$ cat config.mk
export PLATFORM = sky130hd
export DESIGN_NAME = video_stream_gen
export DESIGN_NICKNAME = d
export VERILOG_FILES = /design/src/rtl/vgen_pkg.sv /design/src/rtl/vgen_timing.sv /design/src/rtl/video_stream_gen.sv
export SDC_FILE = /design/constraint.sdc
export NUM_CORES = 1
export LEC_CHECK = 0
export CAP_MARGIN = 20
export CORE_AREA = 2 2 106 108
export CTS_BUF_LIST = sky130_fd_sc_hd__clkbuf_4 sky130_fd_sc_hd__clkbuf_8
export CTS_CLUSTER_DIAMETER = 80
export DETAILED_ROUTE_END_ITERATION = 7
export DIE_AREA = 0 0 108 110
export DONT_BUFFER_PORTS = 1
export PLACE_DENSITY_LB_ADDON = 0.12
export SLEW_MARGIN = 20
export SYNTH_ARGS = -nofsm -noshare
export SYNTH_HDL_FRONTEND = slang
export SYNTH_SLANG_ARGS = --single-unit
$ cat constraint.sdc
create_clock -name sys_clk -period 3.25 [get_ports sys_clk]
set_input_delay 0.8125 -clock sys_clk [delete_from_list [all_inputs] [get_ports sys_clk]]
set_output_delay 0.8125 -clock sys_clk [all_outputs]
set_load 0.02 [all_outputs]
$ cat src/rtl/vgen_pkg.sv
// Shared definitions for the synthetic video source: pattern codes, FSM states,
// colour-bar table and moving-box geometry.
package vgen_pkg;

  typedef enum logic [1:0] {
    PAT_BARS  = 2'd0,
    PAT_RAMP  = 2'd1,
    PAT_BOX   = 2'd2,
    PAT_SOLID = 2'd3
  } pattern_t;

  typedef enum logic [1:0] {
    ST_IDLE     = 2'd0,
    ST_RUN      = 2'd1,
    ST_STOPPING = 2'd2
  } state_t;

  localparam int unsigned BOX_SIZE  = 64;
  localparam int unsigned BOX_STEP  = 4;
  localparam int unsigned BAR_COUNT = 8;

  // Index 0 is the leftmost bar.
  localparam logic [7:0][23:0] BAR_COLORS = {
    24'h000000, 24'h0000FF, 24'hFF0000, 24'hFF00FF,
    24'h00FF00, 24'h00FFFF, 24'hFFFF00, 24'hFFFFFF
  };

endpackage

$ cat src/rtl/vgen_timing.sv
// Raster timing for the video source: pixel divider, h/v counters, registered
// vsync/href/clken and the combinational line/frame-end strobes.
module vgen_timing
  import vgen_pkg::*;
#(
  parameter int unsigned IMG_HDISP = 640,
  parameter int unsigned IMG_VDISP = 480,
  parameter int unsigned H_BLANK   = 160,
  parameter int unsigned V_BLANK   = 45,
  parameter int unsigned PIX_DIV   = 1,
  localparam int unsigned H_TOTAL  = IMG_HDISP + H_BLANK,
  localparam int unsigned V_TOTAL  = V_BLANK + IMG_VDISP,
  localparam int unsigned H_W      = $clog2(H_TOTAL),
  localparam int unsigned V_W      = $clog2(V_TOTAL)
) (
  input  logic           sys_clk,
  input  logic           sys_rst,
  input  logic           run,
  output logic [H_W-1:0] h_cnt,
  output logic [V_W-1:0] v_cnt,
  output logic           tick,
  output logic           line_end,
  output logic           frame_end,
  output logic           active,
  output logic           vsync,
  output logic           href,
  output logic           clken
);

  localparam logic [1:0] DIV_LAST = 2'(PIX_DIV - 1);

  logic [1:0] div_cnt;
  logic       h_last, v_last, in_vs;

  assign tick      = run && (div_cnt == DIV_LAST);
  assign h_last    = (32'(h_cnt) == H_TOTAL - 1);
  assign v_last    = (32'(v_cnt) == V_TOTAL - 1);
  assign line_end  = tick && h_last;
  assign frame_end = line_end && v_last;
  assign in_vs     = (32'(v_cnt) >= V_BLANK);
  assign active    = in_vs && (32'(h_cnt) < IMG_HDISP);

  always_ff @(posedge sys_clk or posedge sys_rst) begin
    if (sys_rst) begin
      div_cnt <= '0;
    end else if (!run || tick) begin
      div_cnt <= '0;
    end else begin
      div_cnt <= div_cnt + 2'd1;
    end
  end

  always_ff @(posedge sys_clk or posedge sys_rst) begin
    if (sys_rst) begin
      h_cnt <= '0;
      v_cnt <= '0;
    end else if (!run) begin
      h_cnt <= '0;
      v_cnt <= '0;
    end else if (tick) begin
      if (h_last) begin
        h_cnt <= '0;
        v_cnt <= v_last ? '0 : v_cnt + V_W'(1);
      end else begin
        h_cnt <= h_cnt + H_W'(1);
      end
    end
  end

  always_ff @(posedge sys_clk or posedge sys_rst) begin
    if (sys_rst) begin
      vsync <= 1'b0;
      href  <= 1'b0;
      clken <= 1'b0;
    end else begin
      vsync <= run && in_vs;
      href  <= run && active;
      clken <= tick && active;
    end
  end

endmodule

$ cat src/rtl/video_stream_gen.sv
// Synthetic RGB video source with frame-granular start/stop and four patterns.
// Optional macro VGEN_PREV_FRAME_EN adds pix_data_out_B (box drawn at last frame's position).
module video_stream_gen
  import vgen_pkg::*;
#(
  parameter int unsigned IMG_HDISP   = 640,
  parameter int unsigned IMG_VDISP   = 480,
  parameter int unsigned H_BLANK     = 160,
  parameter int unsigned V_BLANK     = 45,
  parameter int unsigned PIX_DIV     = 1,
  parameter logic [23:0] SOLID_COLOR = 24'hFF0000
) (
  input  logic        sys_clk,
  input  logic        sys_rst,
  input  logic        gen_en,
  input  logic [1:0]  pattern_sel,
  output logic        post_frame_vsync,
  output logic        post_frame_href,
  output logic        post_frame_clken,
  output logic [23:0] pix_data_out,
`ifdef VGEN_PREV_FRAME_EN
  output logic [23:0] pix_data_out_B,
`endif
  output logic        busy,
  output logic        frame_done,
  output logic [15:0] frame_cnt
);

  localparam int unsigned H_W   = $clog2(IMG_HDISP + H_BLANK);
  localparam int unsigned V_W   = $clog2(V_BLANK + IMG_VDISP);
  localparam int unsigned BAR_W = IMG_HDISP / BAR_COUNT;
  localparam int unsigned BP_W  = (BAR_W > 1) ? $clog2(BAR_W) : 1;
  localparam int          BOX_Y0 = (int'(IMG_VDISP) - int'(BOX_SIZE)) / 2;

  state_t         state_q, state_d;
  pattern_t       pat_q;
  logic           run, tick, line_end, frame_end, active;
  logic [H_W-1:0] h_cnt, box_x;
  logic [V_W-1:0] v_cnt;
  logic [BP_W-1:0] bar_pos;
  logic [2:0]     bar_idx;
  logic           box_rows, box_wrap;
  int             y_pos;
  logic [23:0]    color;

  function automatic logic box_hit(input logic [H_W-1:0] x, input logic [H_W-1:0] bx);
    return (32'(x) >= 32'(bx)) && (32'(x) < 32'(bx) + BOX_SIZE);
  endfunction

  assign run = (state_q != ST_IDLE);

  vgen_timing #(
    .IMG_HDISP (IMG_HDISP),
    .IMG_VDISP (IMG_VDISP),
    .H_BLANK   (H_BLANK),
    .V_BLANK   (V_BLANK),
    .PIX_DIV   (PIX_DIV)
  ) u_timing (
    .sys_clk   (sys_clk),
    .sys_rst   (sys_rst),
    .run       (run),
    .h_cnt     (h_cnt),
    .v_cnt     (v_cnt),
    .tick      (tick),
    .line_end  (line_end),
    .frame_end (frame_end),
    .active    (active),
    .vsync     (post_frame_vsync),
    .href      (post_frame_href),
    .clken     (post_frame_clken)
  );

  always_comb begin
    state_d = state_q;
    unique case (state_q)
      ST_IDLE:     if (gen_en) state_d = ST_RUN;
      ST_RUN:      if (frame_end) state_d = gen_en ? ST_RUN : ST_IDLE;
                   else if (!gen_en) state_d = ST_STOPPING;
      ST_STOPPING: if (frame_end) state_d = gen_en ? ST_RUN : ST_IDLE;
                   else if (gen_en) state_d = ST_RUN;
      default:     state_d = ST_IDLE;
    endcase
  end

  assign box_wrap = (32'(box_x) + BOX_STEP + BOX_SIZE) > IMG_HDISP;

  always_ff @(posedge sys_clk or posedge sys_rst) begin
    if (sys_rst) begin
      state_q    <= ST_IDLE;
      pat_q      <= PAT_BARS;
      busy       <= 1'b0;
      frame_done <= 1'b0;
      frame_cnt  <= '0;
      box_x      <= '0;
    end else begin
      state_q    <= state_d;
      busy       <= (state_d != ST_IDLE);
      frame_done <= frame_end;
      if ((state_q == ST_IDLE || frame_end) && state_d == ST_RUN)
        pat_q <= pattern_t'(pattern_sel);
      if (frame_end) begin
        frame_cnt <= frame_cnt + 16'd1;
        box_x     <= box_wrap ? '0 : box_x + H_W'(BOX_STEP);
      end
    end
  end

  // Bar index tracks h_cnt by counting bar widths, avoiding a divider.
  always_ff @(posedge sys_clk or posedge sys_rst) begin
    if (sys_rst) begin
      bar_pos <= '0;
      bar_idx <= '0;
    end else if (!run || line_end) begin
      bar_pos <= '0;
      bar_idx <= '0;
    end else if (tick) begin
      if (32'(bar_pos) == BAR_W - 1) begin
        bar_pos <= '0;
        if (bar_idx != 3'd7) bar_idx <= bar_idx + 3'd1;
      end else begin
        bar_pos <= bar_pos + BP_W'(1);
      end
    end
  end

  assign y_pos    = int'(v_cnt) - int'(V_BLANK);
  assign box_rows = (y_pos >= BOX_Y0) && (y_pos < BOX_Y0 + int'(BOX_SIZE));

  always_comb begin
    color = '0;
    unique case (pat_q)
      PAT_BARS:  color = BAR_COLORS[bar_idx];
      PAT_RAMP:  color = {3{8'(h_cnt)}};
      PAT_BOX:   color = (box_rows && box_hit(h_cnt, box_x)) ? 24'hFFFFFF : 24'h000000;
      PAT_SOLID: color = SOLID_COLOR;
    endcase
  end

  always_ff @(posedge sys_clk or posedge sys_rst) begin
    if (sys_rst) pix_data_out <= '0;
    else         pix_data_out <= (active && tick) ? color : '0;
  end

`ifdef VGEN_PREV_FRAME_EN
  logic [H_W-1:0] box_x_prev;
  logic [23:0]    color_b;

  always_ff @(posedge sys_clk or posedge sys_rst) begin
    if (sys_rst)                box_x_prev <= '0;
    else if (state_q == ST_IDLE) box_x_prev <= '0;
    else if (frame_end)         box_x_prev <= box_x;
  end

  always_comb begin
    color_b = color;
    if (pat_q == PAT_BOX)
      color_b = (box_rows && box_hit(h_cnt, box_x_prev)) ? 24'hFFFFFF : 24'h000000;
  end

  always_ff @(posedge sys_clk or posedge sys_rst) begin
    if (sys_rst) pix_data_out_B <= '0;
    else         pix_data_out_B <= (active && tick) ? color_b : '0;
  end
`endif

endmodule

==> impl_metrics.yaml, run 1 <==
status:
  run_status: "complete, no violations"
timing:
  fin_crit_sh_pct: 87.21
  hold_viol: 0
  slew_headroom_pct: 42.02
  max_freq_mhz: 352.8
  worst_pin_slew_ns: 0.8665
  finalCriticalPeriod_ns: 2.834
  final-setup-viol-count: 0
  hold_slack_ns: 0.4271
  rsz0062_at_grt: "false"
  timing.setup.tns_ns: 0
  fin_skew_ns: 0.01035
  drv_slew: 0
clock_tree:
  path_clk_slew_ns: 0.10
  cts_buffers: 9
  cts-htree-levels: 3
  cts_tree: "done"
  postCtsResizedCells: 0
  clkLatencyLatePin_ns: 0.37
  postCtsSetupBuffers: 0
  cts_hold_buffers: 0
  cts_buffer_depth: 2
  ctsRootBufferMaster: "clkbuf_8"
  cts.sinks: 89
critical_path:
  crit_fanout: 24
  cp_common_cell: "ha_1"
  worstSetupEndpointType: "register"
  critPathRequiredTime_ns: 3.55
  crit_family: "compound AO/OA/AOI/OAI gates"
  critPathArrivalTime_ns: 3.14
  crit_path_start: "box_x[6]$_DFFE_PP0P_"
  timing.rr.start: "box_x[6]$_DFFE_PP0P_"
  critPathMaxStageDelay_ns: 0.63
  crit_type: "reg2reg"
  crit_chain: "inv_1 > ha_1 > ha_1 > a21o_1 > a211oi_1 > o31a_1 > o22ai_1 > or4_4 > o21ai_1"
  critical-path-slowest-cell: "or4_4"
  critPathBufInv: 1
  start_kind: "register"
yosys:
  synth_warnings: 0
  async_flop_share_pct: 100.0
  syn_area_um2: 4732
  synth_area_leaders: "dfrtp_1, ha_1, xnor2_1, o21ai_0, nand2_1"
  yosysSeqAreaShare_pct: 47.07
  synth_top_area_share_pct: 47.07
  syn_avg_cell_area_um2: 9.737
  synth_edf_count: 0
  synth_area_leader_cell: "dfrtp_1"
  synth_nets: 517
  ys_ff_latch: 89
  syn_inst: 486
  synth_cell_types: 60
  synth_ff_type: "dfrtp_1"
worst_hold_path:
  hp-class: "reg2reg"
  hp-start: "u_timing.div_cnt[0]$_DFF_PP0_"
drt:
  met3_length_um: 442
  dr.pass1.iters: 4
  topRoutingLayerUsed: "met4"
  met1_length_mm: 4.830
  wl_per_cell_um: 16.24
  via_per_inst: 5.602
  vias: 3507
  dr.first_iter.drc_count: 161
  routed_wl_mm: 10.17
  drtAntennaViolNets: 0
  routed-wl-met2_mm: 4.649
  drc: 0
pwr:
  pwr-share-clk_pct: 35.2
  seq_power_share_pct: 53.8
  p_int_mw: 1.601
  peakVddDrop_mv: 0.2486
  p_switching_uw: 644.1
  p_comb_share_pct: 11.0
  p_leak_nw: 2.268
  pwr_density_cell_nw_per_um2: 446.1
  power.share.switching_pct: 28.69
final_layout:
  drive_above_1_share_pct: 6.996
  layout.nets: 512
  seq_area_um2: 2227
  diodes: 0
  fillerInstances: 1037
  finalNonFillerCells: 626
  multi_input_area_um2: 2281
  post-route-util_pct: 47.04
  syn_to_final_growth_pct: 6.346
global_route:
  grt_pass1_vias: 3381
  overflow: 0
  grt_pass1_wl_mm: 16.84
  grt_max_degree: 44
  track_usage_pct: 18.16
  antenna_found_initial: 0
placement:
  gp_congestion: 0.8201
  dpl.cell_count: 610
  io_buffers: 0
  hpwl_mm: 7.215
die:
  io_pins: 50
  die_h_um: 110
  die_w_um: 108
  start_util_pct: 44.23
  rows: 38
  die_area_um2: 11880
  core_um2: 10700
job:
  max-cap-violations: 0
layout by cell type, fill, tap and decap left out, drive strengths merged, types with 7 or more instances in the layout:
master | Yosys | layout
nor2 | 32 | 32
nand2 | 46 | 46
clkbuf | 12 | 9
xnor2 | 23 | 23
ha | 26 | 26
inv | 24 | 25
nand2b | 7 | 7
nand4 | 7 | 7
a21oi | 7 | 7
dfrtp | 89 | 89
o21ai | 59 | 59
nor3 | 15 | 15
nand3 | 21 | 21
xor2 | 8 | 8
a21o | 12 | 12
state kept, by name, summed over array words and instances (netlist names), 2 cells and up:
signal,count
box_x,8
pat_q,2
u_timing.div_cnt,2
u_timing.h_cnt,10
bar_pos,7
pix_data_out,24
u_timing.v_cnt,10
state_q,2
frame_cnt,16
bar_idx,3
Yosys cell counts, drive strengths merged (8+ instances only):
master / instances
dfrtp: 89
o21ai: 59
nand2: 46
nor2: 32
ha: 26
inv: 24
xnor2: 23
nand3: 21
nor3: 15
a21o: 12
clkbuf: 12
buf: 10
xor2: 8
cell type report:
| cell class | count | share of cell area [%] |
|---|---|---|
| Sequential cell | 89 | 44.26 |
| Clock inverter | 7 | 1.517 |
| Tap cell | 140 | 3.481 |
| Clock buffer | 9 | 2.461 |
| Multi-Input combinational cell | 351 | 45.33 |
| Inverter | 24 | 1.815 |
| Timing Repair Buffer | 6 | 1.144 |
path summary, 6_finish.rpt:
path	cells past startpoint	end	slack [ns]
worst max-delay path	9	pix_data_out[12]$_DFF_PP0_	0.42
worst min-delay path	1	u_timing.div_cnt[0]$_DFF_PP0_	0.43
worst max register to register	9	pix_data_out[12]$_DFF_PP0_	0.42
worst min register to register	1	u_timing.div_cnt[0]$_DFF_PP0_	0.43
max in group asynchronous	2	frame_cnt[13]$_DFFE_PP0P_	2.13
min in group asynchronous	1	box_x[4]$_DFFE_PP0P_	0.45
per-stage QoR:
step / instance area (um^2) / power (mW) / setup WS (ns)
2_1_floorplan: 4732 / 1.406 / 0.1306
4_1_cts: 5032 / 2.270 / 0.4284
3_5_place_dp: 4832 / 1.480 / 0.4369
6_report: 5032 / 2.245 / 0.4156
3_3_place_gp: 4832 / 1.470 / 0.5727
5_1_grt: 5032 / 2.355 / 0.2615
power groups by stage:
stage / combinational (mW) / sequential [mW] / clock (mW)
2_1_floorplan: 0.210 / 1.20 / 0
3_3_place_gp: 0.245 / 1.23 / 0
3_5_place_dp: 0.251 / 1.23 / 0
4_1_cts: 0.252 / 1.21 / 0.811
5_1_grt: 0.282 / 1.22 / 0.856
6_report: 0.247 / 1.21 / 0.791
logic make-up after synthesis:
kind of cell | count (synthesis) | share of synthesized area [%]
muxes | 6 | 1.348
DFF | 89 | 47.07
AOI/OAI and AO/OA | 124 | 16.66
adders and majority gates | 26 | 6.875
and+or+nand+nor | 164 | 17.58
xor gates and xnor gates | 31 | 5.738
buffers and inverters | 46 | 4.733
layer usage:
layer / vias to the layer above / track usage, %
met2: 68 / 28.12
met4: 0 / 7.509
li1: 1707 / -
met3: 18 / 4.644
met5: - / 0
met1: 1714 / 24.31
Note: power is estimated with default switching activity, not from simulation.
==> run 2, diff against run 1 <==
- REMOVE_ABC_BUFFERS: default -> 1
==> run 2 against run 1 <==
Worst setup slack better by 0.021 ns. Fmax is 0.73% higher. Combinational power is essentially flat. Clock power fell by 2.5%. Count of clock-buffer cells in the layout is 1 higher. Sequential share of layout area fell by 0.11 points. Critical path depth is the same. Sequential power is essentially flat. Global-route usage rose by 0.32 points. Utilization grew 0.12 points. Register-to-register slack better by 0.02 ns. Largest cell class unchanged. Largest power group unchanged.
==> impl_metrics.yaml, run 2 (synthesis results as in run 1) <==
placement:
  hpwl_mm: 7.324
  gp_congestion: 0.8983
  io_buffers: 0
  post-place-ws_ns: 0.4707
critical_path:
  critPathRequiredTime_ns: 3.52
  critPathArrivalTime_ns: 3.09
  worstSetupEndpointType: "register"
  reg2reg_depth: 9
  crit_type: "reg2reg"
  crit_fanout: 24
  start_kind: "register"
pwr:
  seq_power_share_pct: 54.3
  power.share.switching_pct: 27.75
  pwr-share-clk_pct: 34.7
  total_power_mw: 2.221
  p_leak_nw: 2.287
  p_switching_uw: 616.4
  peakVddDrop_mv: 0.1935
  p_comb_share_pct: 11.0
  pwr_density_cell_nw_per_um2: 440.2
  p_int_mw: 1.605
die:
  core_um2: 10700
  die_area_um2: 11880
  io_pins: 50
  rows: 38
  die_h_um: 110
  die_w_um: 108
  start_util_pct: 44.23
global_route:
  track_usage_pct: 18.48
  grt_pass1_wl_mm: 17.27
  grt_pass1_vias: 3435
  antenna_found_initial: 0
  grt_max_degree: 42
  overflow: 0
final_layout:
  multi_input_area_um2: 2281
  diodes: 0
  syn_to_final_growth_pct: 6.610
  layout.nets: 514
  largest_reg_flops: 24
  mostFrequentLayoutCells: "dfrtp_1, nand2_1, o21ai_0"
  seq_area_um2: 2227
  reg.largest.list: "pix_data_out: 24 flops, frame_cnt: 16 flops"
  layout_commonest_cell: "dfrtp_1"
  drive_above_1_share_pct: 7.377
  fillerInstances: 991
  top_register: "pix_data_out"
job:
  max-cap-violations: 0
drt:
  vias: 3485
  drtAntennaViolNets: 0
  via_per_inst: 5.549
  routed_wl_mm: 10.05
  wl_per_cell_um: 16.01
  drc: 0
  dr.first_iter.drc_count: 238
  dr.pass1.iters: 5
timing:
  worst_pin_slew_ns: 0.7556
  rsz0062_at_grt: "false"
  fin_ws_ns: 0.4362
  fin_skew_ns: 0.01061
  final-setup-viol-count: 0
  slew_headroom_pct: 49.57
  drv_slew: 0
  hold_viol: 0
  timing.setup.tns_ns: 0
  fin_crit_sh_pct: 86.58
  max_freq_mhz: 355.4
  finalCriticalPeriod_ns: 2.814
clock_tree:
  ctsRootBufferMaster: "clkbuf_8"
  path_clk_slew_ns: 0.09
  postCtsResizedCells: 0
  cts-htree-levels: 3
  cts_buffer_depth: 2
  postCtsSetupBuffers: 0
  cts_tree: "done"
  cts_buffers: 9
  cts_hold_buffers: 0
  clkLatencyLatePin_ns: 0.35
  cts.sinks: 89
status:
  run_status: "complete, no violations"
worst_hold_path:
  hp-class: "reg2reg"
  hold_depth: 1
==> run 2: cell count changes in the layout (fill, tap and decap cells not counted), sizes merged <==
cell,previous run,this run
clkinvlp,2,0
clkinv,3,5
buf,6,8
clkbuf,9,10
inv,25,24
==> run 2: area by class of cell <==
| type | count | share of cell area [%] |
|---|---|---|
| Timing Repair Buffer | 8 | 1.438 |
| Multi-Input combinational cell | 351 | 45.21 |
| Clock inverter | 6 | 1.314 |
| Inverter | 24 | 1.811 |
| Tap cell | 140 | 3.472 |
| Clock buffer | 10 | 2.604 |
| Sequential cell | 89 | 44.15 |
==> run 2: worst paths after layout <==
path | start | end | slack, ns
setup / recovery | box_x[6]$_DFFE_PP0P_ | pix_data_out[19]$_DFF_PP0_ | 0.44
hold / removal | u_timing.div_cnt[0]$_DFF_PP0_ | u_timing.div_cnt[0]$_DFF_PP0_ | 0.43
setup reg to reg | box_x[6]$_DFFE_PP0P_ | pix_data_out[19]$_DFF_PP0_ | 0.44
hold reg to reg | u_timing.div_cnt[0]$_DFF_PP0_ | u_timing.div_cnt[0]$_DFF_PP0_ | 0.43
max in group asynchronous | sys_rst | frame_cnt[2]$_DFFE_PP0P_ | 2.15
min in group asynchronous | sys_rst | pix_data_out[21]$_DFF_PP0_ | 0.45
==> run 2: per-stage QoR <==
stage               cell area, um^2  cells  utilization [%]  hold slack, ns
CTS                            5045    628            47.16          0.4287
finish                         5045    628            47.16          0.4271
global placement               4847    612            45.31          0.4138
global route                   5045    628            47.16          0.4379
detailed placement             4847    612            45.31          0.4154
floorplan                      4598    464                -          0.4032
==> run 2: routing by layer <==
metal | share of wire, % | vias up | track usage [%] | wire, um
met5 | 0 | - | 0 | 0
met4 | 0.70 | 0 | 5.403 | 70
met3 | 4.5 | 7 | 3.762 | 456
met2 | 46 | 85 | 29.34 | 4651
met1 | 48 | 1678 | 25.68 | 4873
li1 | - | 1715 | - | -
==> run 2: worst max-delay path, cell delays in order (launching register included) <==
cell	delay [ns]
dfrtp_1	0.56
inv_1	0.14
ha_1	0.32
ha_1	0.30
a21o_1	0.18
a211oi_1	0.22
o31a_1	0.17
o22ai_1	0.08
or4_4	0.63
o21ai_1	0.14
==> run 2: power by group through the flow <==
| stage | Combinational, mW | Sequential [mW] | Clock, mW |
|---|---|---|---|
| finish | 0.244 | 1.21 | 0.771 |
| global route | 0.284 | 1.21 | 0.843 |
| CTS | 0.249 | 1.20 | 0.798 |
| detailed placement | 0.246 | 1.23 | 0 |
| global placement | 0.244 | 1.23 | 0 |
| floorplan | 0.187 | 1.21 | 0 |
